==> config.mk <==
export PLATFORM = sky130hd
export DESIGN_NAME = instr_encoder_loader
export DESIGN_NICKNAME = d
export VERILOG_FILES = /design/src/rtl/instr_encoder_loader_pkg.sv /design/src/rtl/instr_encoder_loader_encode.sv /design/src/rtl/instr_encoder_loader.sv
export SDC_FILE = /design/constraint.sdc
export NUM_CORES = 1
export LEC_CHECK = 0
export ABC_CLOCK_PERIOD_IN_PS = 2490
export CORE_ASPECT_RATIO = 1.2
export CORE_UTILIZATION = 47
export CTS_CLUSTER_DIAMETER = 50
export DETAILED_ROUTE_END_ITERATION = 7
export PLACE_DENSITY = 0.8
export RECOVER_POWER = 50
export SLEW_MARGIN = 20
export SYNTH_ARGS = -nofsm -noshare
export SYNTH_HDL_FRONTEND = slang
export SYNTH_SLANG_ARGS = --single-unit
==> constraint.sdc <==
create_clock -name clk -period 2.49 [get_ports clk]
set_clock_uncertainty 0.05 [all_clocks]
set_input_delay 0.498 -clock clk [delete_from_list [all_inputs] [get_ports clk]]
set_output_delay 0.498 -clock clk [all_outputs]
set_load 0.005 [all_outputs]
==> src/rtl/instr_encoder_loader_pkg.sv <==
// Shared encoding constants for the instruction loader: op codes, RV32 opcode/funct
// fields and the terminating NOP word.
package instr_encoder_loader_pkg;

    typedef enum logic [3:0] {
        OP_ADD  = 4'd0,
        OP_SUB  = 4'd1,
        OP_AND  = 4'd2,
        OP_OR   = 4'd3,
        OP_SLL  = 4'd4,
        OP_SRA  = 4'd5,
        OP_ADDI = 4'd6,
        OP_LW   = 4'd7,
        OP_SW   = 4'd8,
        OP_BEQ  = 4'd9,
        OP_MAC  = 4'd10
    } op_e;

    localparam logic [6:0] OPC_R   = 7'b0110011;
    localparam logic [6:0] OPC_I   = 7'b0010011;
    localparam logic [6:0] OPC_L   = 7'b0000011;
    localparam logic [6:0] OPC_S   = 7'b0100011;
    localparam logic [6:0] OPC_B   = 7'b1100011;
    localparam logic [6:0] OPC_MAC = 7'b1111111;

    localparam logic [2:0] F3_ADD_SUB = 3'b000;
    localparam logic [2:0] F3_SLL     = 3'b001;
    localparam logic [2:0] F3_LW_SW   = 3'b010;
    localparam logic [2:0] F3_SRA     = 3'b101;
    localparam logic [2:0] F3_OR      = 3'b110;
    localparam logic [2:0] F3_AND     = 3'b111;

    localparam logic [6:0] F7_BASE = 7'b0000000;
    localparam logic [6:0] F7_ALT  = 7'b0100000;

    localparam logic [31:0] NOP_WORD = 32'h0000_0013;

    function automatic logic [31:0] r_word(input logic [6:0] f7, input logic [4:0] rs2,
                                           input logic [4:0] rs1, input logic [2:0] f3,
                                           input logic [4:0] rd, input logic [6:0] opc);
        return {f7, rs2, rs1, f3, rd, opc};
    endfunction

endpackage

==> src/rtl/instr_encoder_loader_encode.sv <==
// Combinational encoder: one symbolic request to one 32-bit instruction word.
// Unsupported op codes produce a zero word and raise illegal_o.
module instr_encode
    import instr_encoder_loader_pkg::*;
(
    input  logic [3:0]  op_i,
    input  logic [4:0]  rd_i,
    input  logic [4:0]  rs1_i,
    input  logic [4:0]  rs2_i,
    input  logic [12:0] imm_i,
    output logic [31:0] word_o,
    output logic        illegal_o
);

    always_comb begin
        word_o    = '0;
        illegal_o = 1'b0;
        case (op_e'(op_i))
            OP_ADD:  word_o = r_word(F7_BASE, rs2_i, rs1_i, F3_ADD_SUB, rd_i, OPC_R);
            OP_SUB:  word_o = r_word(F7_ALT,  rs2_i, rs1_i, F3_ADD_SUB, rd_i, OPC_R);
            OP_AND:  word_o = r_word(F7_BASE, rs2_i, rs1_i, F3_AND,     rd_i, OPC_R);
            OP_OR:   word_o = r_word(F7_BASE, rs2_i, rs1_i, F3_OR,      rd_i, OPC_R);
            OP_SLL:  word_o = r_word(F7_BASE, rs2_i, rs1_i, F3_SLL,     rd_i, OPC_R);
            OP_SRA:  word_o = r_word(F7_ALT,  rs2_i, rs1_i, F3_SRA,     rd_i, OPC_R);
            OP_ADDI: word_o = {imm_i[11:0], rs1_i, F3_ADD_SUB, rd_i, OPC_I};
            OP_LW:   word_o = {imm_i[11:0], rs1_i, F3_LW_SW, rd_i, OPC_L};
            OP_SW:   word_o = {imm_i[11:5], rs2_i, rs1_i, F3_LW_SW, imm_i[4:0], OPC_S};
            // Branch offset is in bytes; bit 0 is implicitly zero and not encoded.
            OP_BEQ:  word_o = {imm_i[12], imm_i[10:5], rs2_i, rs1_i, F3_ADD_SUB,
                               imm_i[4:1], imm_i[11], OPC_B};
            OP_MAC:  word_o = r_word(F7_BASE, rs2_i, rs1_i, F3_ADD_SUB, rd_i, OPC_MAC);
            default: illegal_o = 1'b1;
        endcase
    end

endmodule

==> src/rtl/instr_encoder_loader.sv <==
// Loader FSM: encodes accepted requests into sequential instruction-memory writes,
// appends a NOP on load_end, then reports program length and pulses core_start.
module instr_encoder_loader
    import instr_encoder_loader_pkg::*;
#(
    parameter int ADDR_W = 8,
    parameter int DEPTH  = 256
) (
    input  logic              clk,
    input  logic              rst,
    input  logic              load_start,
    input  logic              load_end,
    input  logic              req_valid,
    output logic              req_ready,
    input  logic [3:0]        req_op,
    input  logic [4:0]        req_rd,
    input  logic [4:0]        req_rs1,
    input  logic [4:0]        req_rs2,
    input  logic [12:0]       req_imm,
    output logic              imem_we,
    output logic [ADDR_W-1:0] imem_addr,
    output logic [31:0]       imem_wdata,
    output logic [ADDR_W:0]   prog_len,
    output logic              core_start,
    output logic              err_illegal,
    output logic              err_overflow
);

    localparam int CNT_W = ADDR_W + 1;
    localparam logic [CNT_W-1:0] LAST = CNT_W'(DEPTH - 1);

    typedef enum logic [1:0] {S_IDLE, S_LOAD, S_TERM, S_DONE} state_e;

    state_e             state_q;
    logic [CNT_W-1:0]   count_q, count_d;
    logic               ready_q, we_q, start_q, err_ill_q, err_ovf_q;
    logic [ADDR_W-1:0]  addr_q;
    logic [31:0]        wdata_q, enc_word;
    logic [CNT_W-1:0]   prog_len_q;
    logic               enc_illegal, accept, write_req;

    instr_encode u_encode (
        .op_i      (req_op),
        .rd_i      (req_rd),
        .rs1_i     (req_rs1),
        .rs2_i     (req_rs2),
        .imm_i     (req_imm),
        .word_o    (enc_word),
        .illegal_o (enc_illegal)
    );

    assign accept    = (state_q == S_LOAD) && req_valid && ready_q;
    assign write_req = accept && !enc_illegal;
    assign count_d   = write_req ? count_q + 1'b1 : count_q;

    always_ff @(posedge clk) begin
        if (rst) begin
            state_q    <= S_IDLE;
            count_q    <= '0;
            ready_q    <= 1'b0;
            we_q       <= 1'b0;
            addr_q     <= '0;
            wdata_q    <= '0;
            prog_len_q <= '0;
            start_q    <= 1'b0;
            err_ill_q  <= 1'b0;
            err_ovf_q  <= 1'b0;
        end else begin
            we_q    <= 1'b0;
            start_q <= 1'b0;
            case (state_q)
                S_IDLE, S_DONE: begin
                    if (load_start) begin
                        state_q    <= S_LOAD;
                        count_q    <= '0;
                        ready_q    <= 1'b1;
                        prog_len_q <= '0;
                        err_ill_q  <= 1'b0;
                        err_ovf_q  <= 1'b0;
                    end
                end
                S_LOAD: begin
                    if (write_req) begin
                        we_q    <= 1'b1;
                        addr_q  <= count_q[ADDR_W-1:0];
                        wdata_q <= enc_word;
                        count_q <= count_d;
                    end
                    if (accept && enc_illegal) err_ill_q <= 1'b1;
                    if (req_valid && count_q == LAST) err_ovf_q <= 1'b1;
                    // Ready tracks the post-update count so it stays purely registered.
                    ready_q <= !load_end && (count_d < LAST);
                    if (load_end) state_q <= S_TERM;
                end
                S_TERM: begin
                    we_q       <= 1'b1;
                    addr_q     <= count_q[ADDR_W-1:0];
                    wdata_q    <= NOP_WORD;
                    count_q    <= count_q + 1'b1;
                    prog_len_q <= count_q + 1'b1;
                    start_q    <= 1'b1;
                    state_q    <= S_DONE;
                end
                default: state_q <= S_IDLE;
            endcase
        end
    end

    assign req_ready    = ready_q;
    assign imem_we      = we_q;
    assign imem_addr    = addr_q;
    assign imem_wdata   = wdata_q;
    assign prog_len     = prog_len_q;
    assign core_start   = start_q;
    assign err_illegal  = err_ill_q;
    assign err_overflow = err_ovf_q;

endmodule

==> results.py, run 1 <==
metrics = {
    "floorplan": {
        "start_util": 0.4853,
        "die_x_um": 74.16,
        "die_y_um": 88.59,
        "die-area_mm2": 0.006569,
        "core_area_mm2": 0.006051,
        "row_count": 31,
        "ioPinCount": 91,
    },
    "routing": {
        "wirelength_mm": 8.587,
        "drt_first_pass_iters": 5,
        "drc": 0,
        "drt-initial-drc-count": 196,
        "antenna_left": 0,
        "via_count": 3072,
        "avgViaCountPerCell": 5.731,
        "post_drt_wl_per_cell_um": 16.02,
    },
    "synth": {
        "synth_top_area_cell": "dfxtp_1",
        "synthFlopType": "dfxtp_1",
        "syn_area_mm2": 0.002937,
        "synth_top_cell_area_share": 0.4295,
        "synth.distinct_cells": 46,
        "synth_edf_count": 0,
        "synth_warnings": 0,
        "synthCells": 348,
        "async_flop_share": 0,
        "syn_nets": 389,
        "synth_area_leaders": "dfxtp_1, a22oi_1, nor2_1",
        "ys_seq_area_frac": 0.4295,
        "avgSynthCellArea_um2": 8.438,
        "ys_ff_latch": 63,
    },
    "pwr": {
        "powerDensity_mw_per_mm2": 859.2,
        "p_switching_mw": 1.307,
        "p_comb_frac": 0.424,
        "clkPwrFrac": 0.243,
        "leakagePower_nw": 1.762,
        "peakVddDrop_mv": 0.5584,
        "switching_share": 0.3580,
        "power_frac_seq": 0.333,
        "intPower_mw": 2.343,
    },
    "final_layout": {
        "stdcell_count": 536,
        "n_antenna_cell": 0,
        "drive_above_1_share": 0.1079,
        "layout-area-overhead-vs-synth_pct": 44.65,
        "num-nets-final": 491,
        "fin_util": 0.7020,
    },
    "cts": {
        "clkTransAtPathRegs_ps": 60,
        "clkLatencyLatePin_ps": 340,
        "cts.repair.resized": 0,
        "cts_htree_levels": 3,
        "clock-sinks": 63,
        "cts_root_buf": "clkbuf_8",
        "cts_hold_buf": 0,
        "cts_inserted_buffers": 9,
        "cts_setup_buffers": 0,
        "cts_tree": "yes",
        "cts_buffer_depth": 2,
    },
    "global_route": {
        "grt_max_degree": 31,
        "grt_usage": 0.2696,
        "antenna_found_initial": 0,
        "grt_overflow": 0,
        "grt_pass1_vias": 2768,
        "grt_pass1_wl_mm": 13.43,
    },
    "setup_path": {
        "critical_path_class": "primary input to register",
        "worstPathMaxFanout": 10,
        "worstPathRequired_ps": 2680,
        "slowest_delay_ps": 440,
        "critPathSlowestCell": "clkdlybuf4s50_1",
        "critical_path.endpoint_type": "register",
        "worstPathCellList": "clkdlybuf4s50_1 > a21o_1 > a211o_1 > buf_4 > a21oi_4 > buf_12 > nand2_1 > a311oi_1",
        "startpoint_type": "primary input",
        "cp.arrival_ps": 2470,
        "r2r_slack_ps": 380,
    },
    "sta": {
        "tns_ps": 0,
        "fmaxAchievable_mhz": 439.4,
        "slew_headroom": 0.6279,
        "setup_ws_ps": 213.9,
        "worst_pin_slew_ps": 558.2,
        "hold_violations": 0,
        "finalSetupViolations": 0,
        "rsz0062_at_grt": "no",
        "fin_crit_ps": 2276,
        "slew_violations": 0,
        "whs_ps": 400.3,
        "fin_crit_sh": 0.9141,
    },
    "place": {
        "portBuffers": 90,
        "gp_congestion": 0.8534,
        "dpl.cell_count": 521,
        "detailed_place_hpwl_mm": 6.218,
        "dp_slack_ps": -77.98,
    },
    "job": {
        "cap_violations": 0,
    },
    "status": {
        "outcome": "finished, final reports clean",
    },
    "worst_hold_path": {
        "hold_path.class": "register to register",
    },
}
worst paths after layout:
check | startpoint | to | cells after the start
setup / recovery | req_op[1] | count_q[3] | 8
hold / removal | imem_addr[0] | imem_addr[0] | 2
setup reg to reg | count_q[0] | req_ready | 9
hold reg to reg | imem_addr[0] | imem_addr[0] | 2
cell type report:
type,count,area (um^2)
clock buffers,11,151.4
clock inverters,4,45.04
fillers,521,1803
inverters,9,33.78
multi-input cells,247,1508
flip-flops and latches,63,1261
well taps,82,102.6
repair buffers,120,1146
synthesized netlist by cell type (all sizes together) (2+ instances only):
library cell / count
mux2i: 5
o21ai: 8
a32oi: 4
nand2b: 7
or4: 2
and2: 3
inv: 9
nor3: 5
ha: 4
and3: 4
nand2: 30
clkbuf: 20
a311oi: 6
o2bb2ai: 6
nand4: 3
xor2: 3
a21oi: 25
a21o: 5
dfxtp: 63
a31oi: 2
or3: 3
nand3: 8
a221oi: 2
nor2: 49
buf: 9
a222oi: 5
nor2b: 6
xnor2: 4
a22oi: 36
critical path, delay by kind of cell:
kind	cells	cell delay (ps)
AND/OR/NAND/NOR	1	50
buffers and inverters	3	780
AO/OA/AOI/OAI	4	1130
sequential cells by signal, indices dropped and copies added, names as in the netlist:
register	flops
core_start	1
count_q	9
err_illegal	1
err_overflow	1
imem_addr	8
imem_wdata	30
imem_we	1
prog_len	9
req_ready	1
state_q	2
per-stage QoR:
stage | power (mW) | instance area [um^2]
3_3_place_gp | 2.795 | 4051
3_5_place_dp | 2.821 | 4051
4_1_cts | 3.710 | 4248
6_report | 3.650 | 4248
5_1_grt | 3.871 | 4248
2_1_floorplan | 2.089 | 2937
cells by family after synthesis:
family          synth area share
mux                      0.02088
compound gates            0.2582
fa+ha+maj                0.01704
xor+xnor                 0.02088
flops                     0.4295
buf+inv                  0.05709
simple gates              0.1964
cell usage in the layout (no fill, tap or decap), drive strengths merged, types with 4 or more instances in the layout:
| cell type | netlist | final |
|---|---|---|
| clkbuf | 20 | 11 |
| a21oi | 25 | 25 |
| a222oi | 5 | 5 |
| mux2i | 5 | 5 |
| o2bb2ai | 6 | 6 |
| xnor2 | 4 | 4 |
| dlygate4sd3 | 0 | 54 |
| nor2 | 49 | 49 |
| nand2 | 30 | 30 |
| a22oi | 36 | 36 |
| nand3 | 8 | 8 |
| nand2b | 7 | 7 |
| inv | 9 | 9 |
| o21ai | 8 | 8 |
| nor3 | 5 | 5 |
| ha | 4 | 4 |
| a32oi | 4 | 4 |
| clkdlybuf4s50 | 0 | 35 |
| buf | 9 | 31 |
| and3 | 4 | 4 |
| a311oi | 6 | 6 |
| dfxtp | 63 | 63 |
| a21o | 5 | 5 |
| nor2b | 6 | 6 |
power groups by stage:
stage	clock (mW)	sequential, mW	combinational [mW]
after floorplan	0	1.25	0.841
after CTS	0.902	1.22	1.59
after global routing	0.943	1.23	1.70
after detailed placement	0	1.24	1.58
after global placement	0	1.23	1.56
final	0.887	1.21	1.55
metal layers:
layer | global-route usage | wire, um | vias to the layer above
li1 | - | - | 1466
met1 | 0.3140 | 3482 | 1468
met2 | 0.4653 | 4407 | 116
met3 | 0.05011 | 455 | 22
met4 | 0.1416 | 242 | 0
met5 | 0 | 0 | -
No activity file was read; power rests on OpenSTA's default activity.
==> inputs of run 2 (changes only) <==
--- a/config.mk
+++ b/config.mk
@@ -5,7 +5,7 @@
 export SDC_FILE = /design/constraint.sdc
 export NUM_CORES = 1
 export LEC_CHECK = 0
-export ABC_CLOCK_PERIOD_IN_PS = 2490
+export ABC_CLOCK_PERIOD_IN_PS = 2300
 export CORE_ASPECT_RATIO = 1.2
 export CORE_UTILIZATION = 47
 export CTS_CLUSTER_DIAMETER = 50
==> constraint.sdc (replaced) <==
create_clock -name clk -period 2.3 [get_ports clk]
set_clock_uncertainty 0.05 [all_clocks]
set_input_delay 0.46 -clock clk [delete_from_list [all_inputs] [get_ports clk]]
set_output_delay 0.46 -clock clk [all_outputs]
set_load 0.005 [all_outputs]
==> run 2 against run 1 <==
Effect of this change:
- critical path depth fell by 1
- highest routed layer unchanged
- power rose by 17%
- final cell count up 2.4%
- die area unchanged
- sequential share of layout area shrank 0.95 points
- first-iteration DRC count is 28% higher
==> results.py, run 2 (same netlist as run 1, synthesis figures left out) <==
metrics = {
    "status": {
        "outcome": "finished, final reports clean",
    },
    "setup_path": {
        "worstPathRequired_ps": 2470,
        "slowest_delay_ps": 470,
        "worstPathCellList": "clkdlybuf4s50_1 > a21o_1 > buf_4 > a21o_1 > a21o_1 > a222oi_1 > nor2_1",
        "startpoint_type": "primary input",
        "critical_path_class": "primary input to register",
        "crit_top_cell": "a21o_1",
        "cp_num_buf_inv": 2,
        "critical_path.endpoint_type": "register",
        "path_delay_family": "compound AO/OA/AOI/OAI gates",
        "critPathSlowestCell": "a222oi_1",
        "cp.arrival_ps": 2360,
        "worstPathMaxFanout": 13,
    },
    "routing": {
        "via_count": 3109,
        "drt_first_pass_iters": 5,
        "wirelength_mm": 8.827,
        "drt-initial-drc-count": 250,
        "drc": 0,
        "antenna_left": 0,
        "avgViaCountPerCell": 5.663,
        "post_drt_wl_per_cell_um": 16.08,
    },
    "cts": {
        "cts_inserted_buffers": 9,
        "cts_htree_levels": 3,
        "cts_hold_buf": 0,
        "cts_tree": "yes",
        "cts_root_buf": "clkbuf_8",
        "cts.repair.resized": 0,
        "cts_setup_buffers": 0,
        "clkTransAtPathRegs_ps": 80,
        "clkLatencyLatePin_ps": 350,
        "cts_buffer_depth": 2,
        "clock-sinks": 63,
    },
    "global_route": {
        "grt_overflow": 0,
        "grt_pass1_vias": 2877,
        "grt_pass1_wl_mm": 13.78,
        "grt_usage": 0.2804,
        "grt_max_degree": 30,
        "antenna_found_initial": 0,
    },
    "sta": {
        "fmaxAchievable_mhz": 457.3,
        "tns_ps": 0,
        "fin_crit_sh": 0.9508,
        "setup_ws_ps": 113.1,
        "fin_crit_ps": 2187,
        "hold_violations": 0,
        "whs_ps": 404.6,
        "slew_violations": 0,
        "finalSetupViolations": 0,
        "slew_headroom": 0.6177,
        "rsz0062_at_grt": "no",
        "worst_pin_slew_ps": 573.5,
    },
    "final_layout": {
        "n_antenna_cell": 0,
        "num-fill-cells": 464,
        "mostFrequentLayoutCells": "dfxtp_1, dlygate4sd3_1, nor2_1, buf_4",
        "drive_above_1_share": 0.1306,
        "final_common_cell": "dfxtp_1",
        "largest_reg_flops": 30,
        "num-nets-final": 503,
        "layout-area-overhead-vs-synth_pct": 49.42,
    },
    "floorplan": {
        "start_util": 0.4853,
        "ioPinCount": 91,
        "core_area_mm2": 0.006051,
        "die_x_um": 74.16,
        "die-area_mm2": 0.006569,
        "die_y_um": 88.59,
        "row_count": 31,
    },
    "job": {
        "cap_violations": 0,
    },
    "place": {
        "detailed_place_hpwl_mm": 6.395,
        "gp_congestion": 0.8923,
        "portBuffers": 90,
        "dp_slack_ps": -229.6,
    },
    "pwr": {
        "peakVddDrop_mv": 0.5096,
        "leakagePower_nw": 1.831,
        "powerDensity_mw_per_mm2": 972.2,
    },
    "worst_hold_path": {
        "hold_path.class": "register to register",
    },
}
run 2: changes by cell type in the layout (fill, tap and decap cells not counted):
cell,previous run,this run
buf_4,28,40
clkbuf_8,11,10
clkbuf_1,0,1
and2_0,0,1
clkinvlp_4,0,2
dlygate4sd3_1,54,53
bufinv_16,1,3
clkinv_2,3,0
clkdlybuf4s50_1,35,36
and2_1,3,2
run 2: path summary, 6_finish.rpt:
path	startpoint	to	slack (ps)	depth (start not counted)
max	req_op[1]	imem_wdata[23]	110	7
min	imem_addr[0]	imem_addr[0]	400	2
max reg2reg	state_q[0]	imem_wdata[23]	180	8
min reg2reg	imem_addr[0]	imem_addr[0]	400	2
run 2: layer usage:
layer  up-vias  share of wire  track usage
li1       1492              -            -
met1      1447           0.41       0.3224
met2       138           0.50       0.4727
met3        32          0.053      0.04670
met4         0          0.043       0.1906
met5         -              0            0
run 2: area by class of cell:
class | instances | area [um^2] | area share
clock buffers | 11 | 141.4 | 0.03222
flip-flops and latches | 63 | 1261 | 0.2874
multi-input cells | 247 | 1508 | 0.3436
repair buffers | 132 | 1236 | 0.2817
well taps | 82 | 102.6 | 0.02338
clock inverters | 5 | 105.1 | 0.02395
inverters | 9 | 33.78 | 0.007699
run 2: worst min-delay path: stages (launching register included):
cell and delay (ps):
dfxtp_1 310, nand2_1 50, a21oi_1 50
run 2: where the power goes:
| part | switching, mW | internal [mW] |
|---|---|---|
| clock network | 0.445 | 0.750 |
| logic | 0.934 | 0.817 |
| registers | 0.0810 | 1.24 |
run 2: per-stage QoR:
stage | instances | power (mW) | util | area (um^2)
after detailed placement | 533 | 3.125 | 0.6845 | 4141
after global placement | 533 | 3.096 | 0.6845 | 4141
after global routing | 549 | 4.507 | 0.7252 | 4388
after floorplan | 348 | 2.262 | - | 2937
final | 549 | 4.266 | 0.7252 | 4388
after CTS | 549 | 4.331 | 0.7252 | 4388
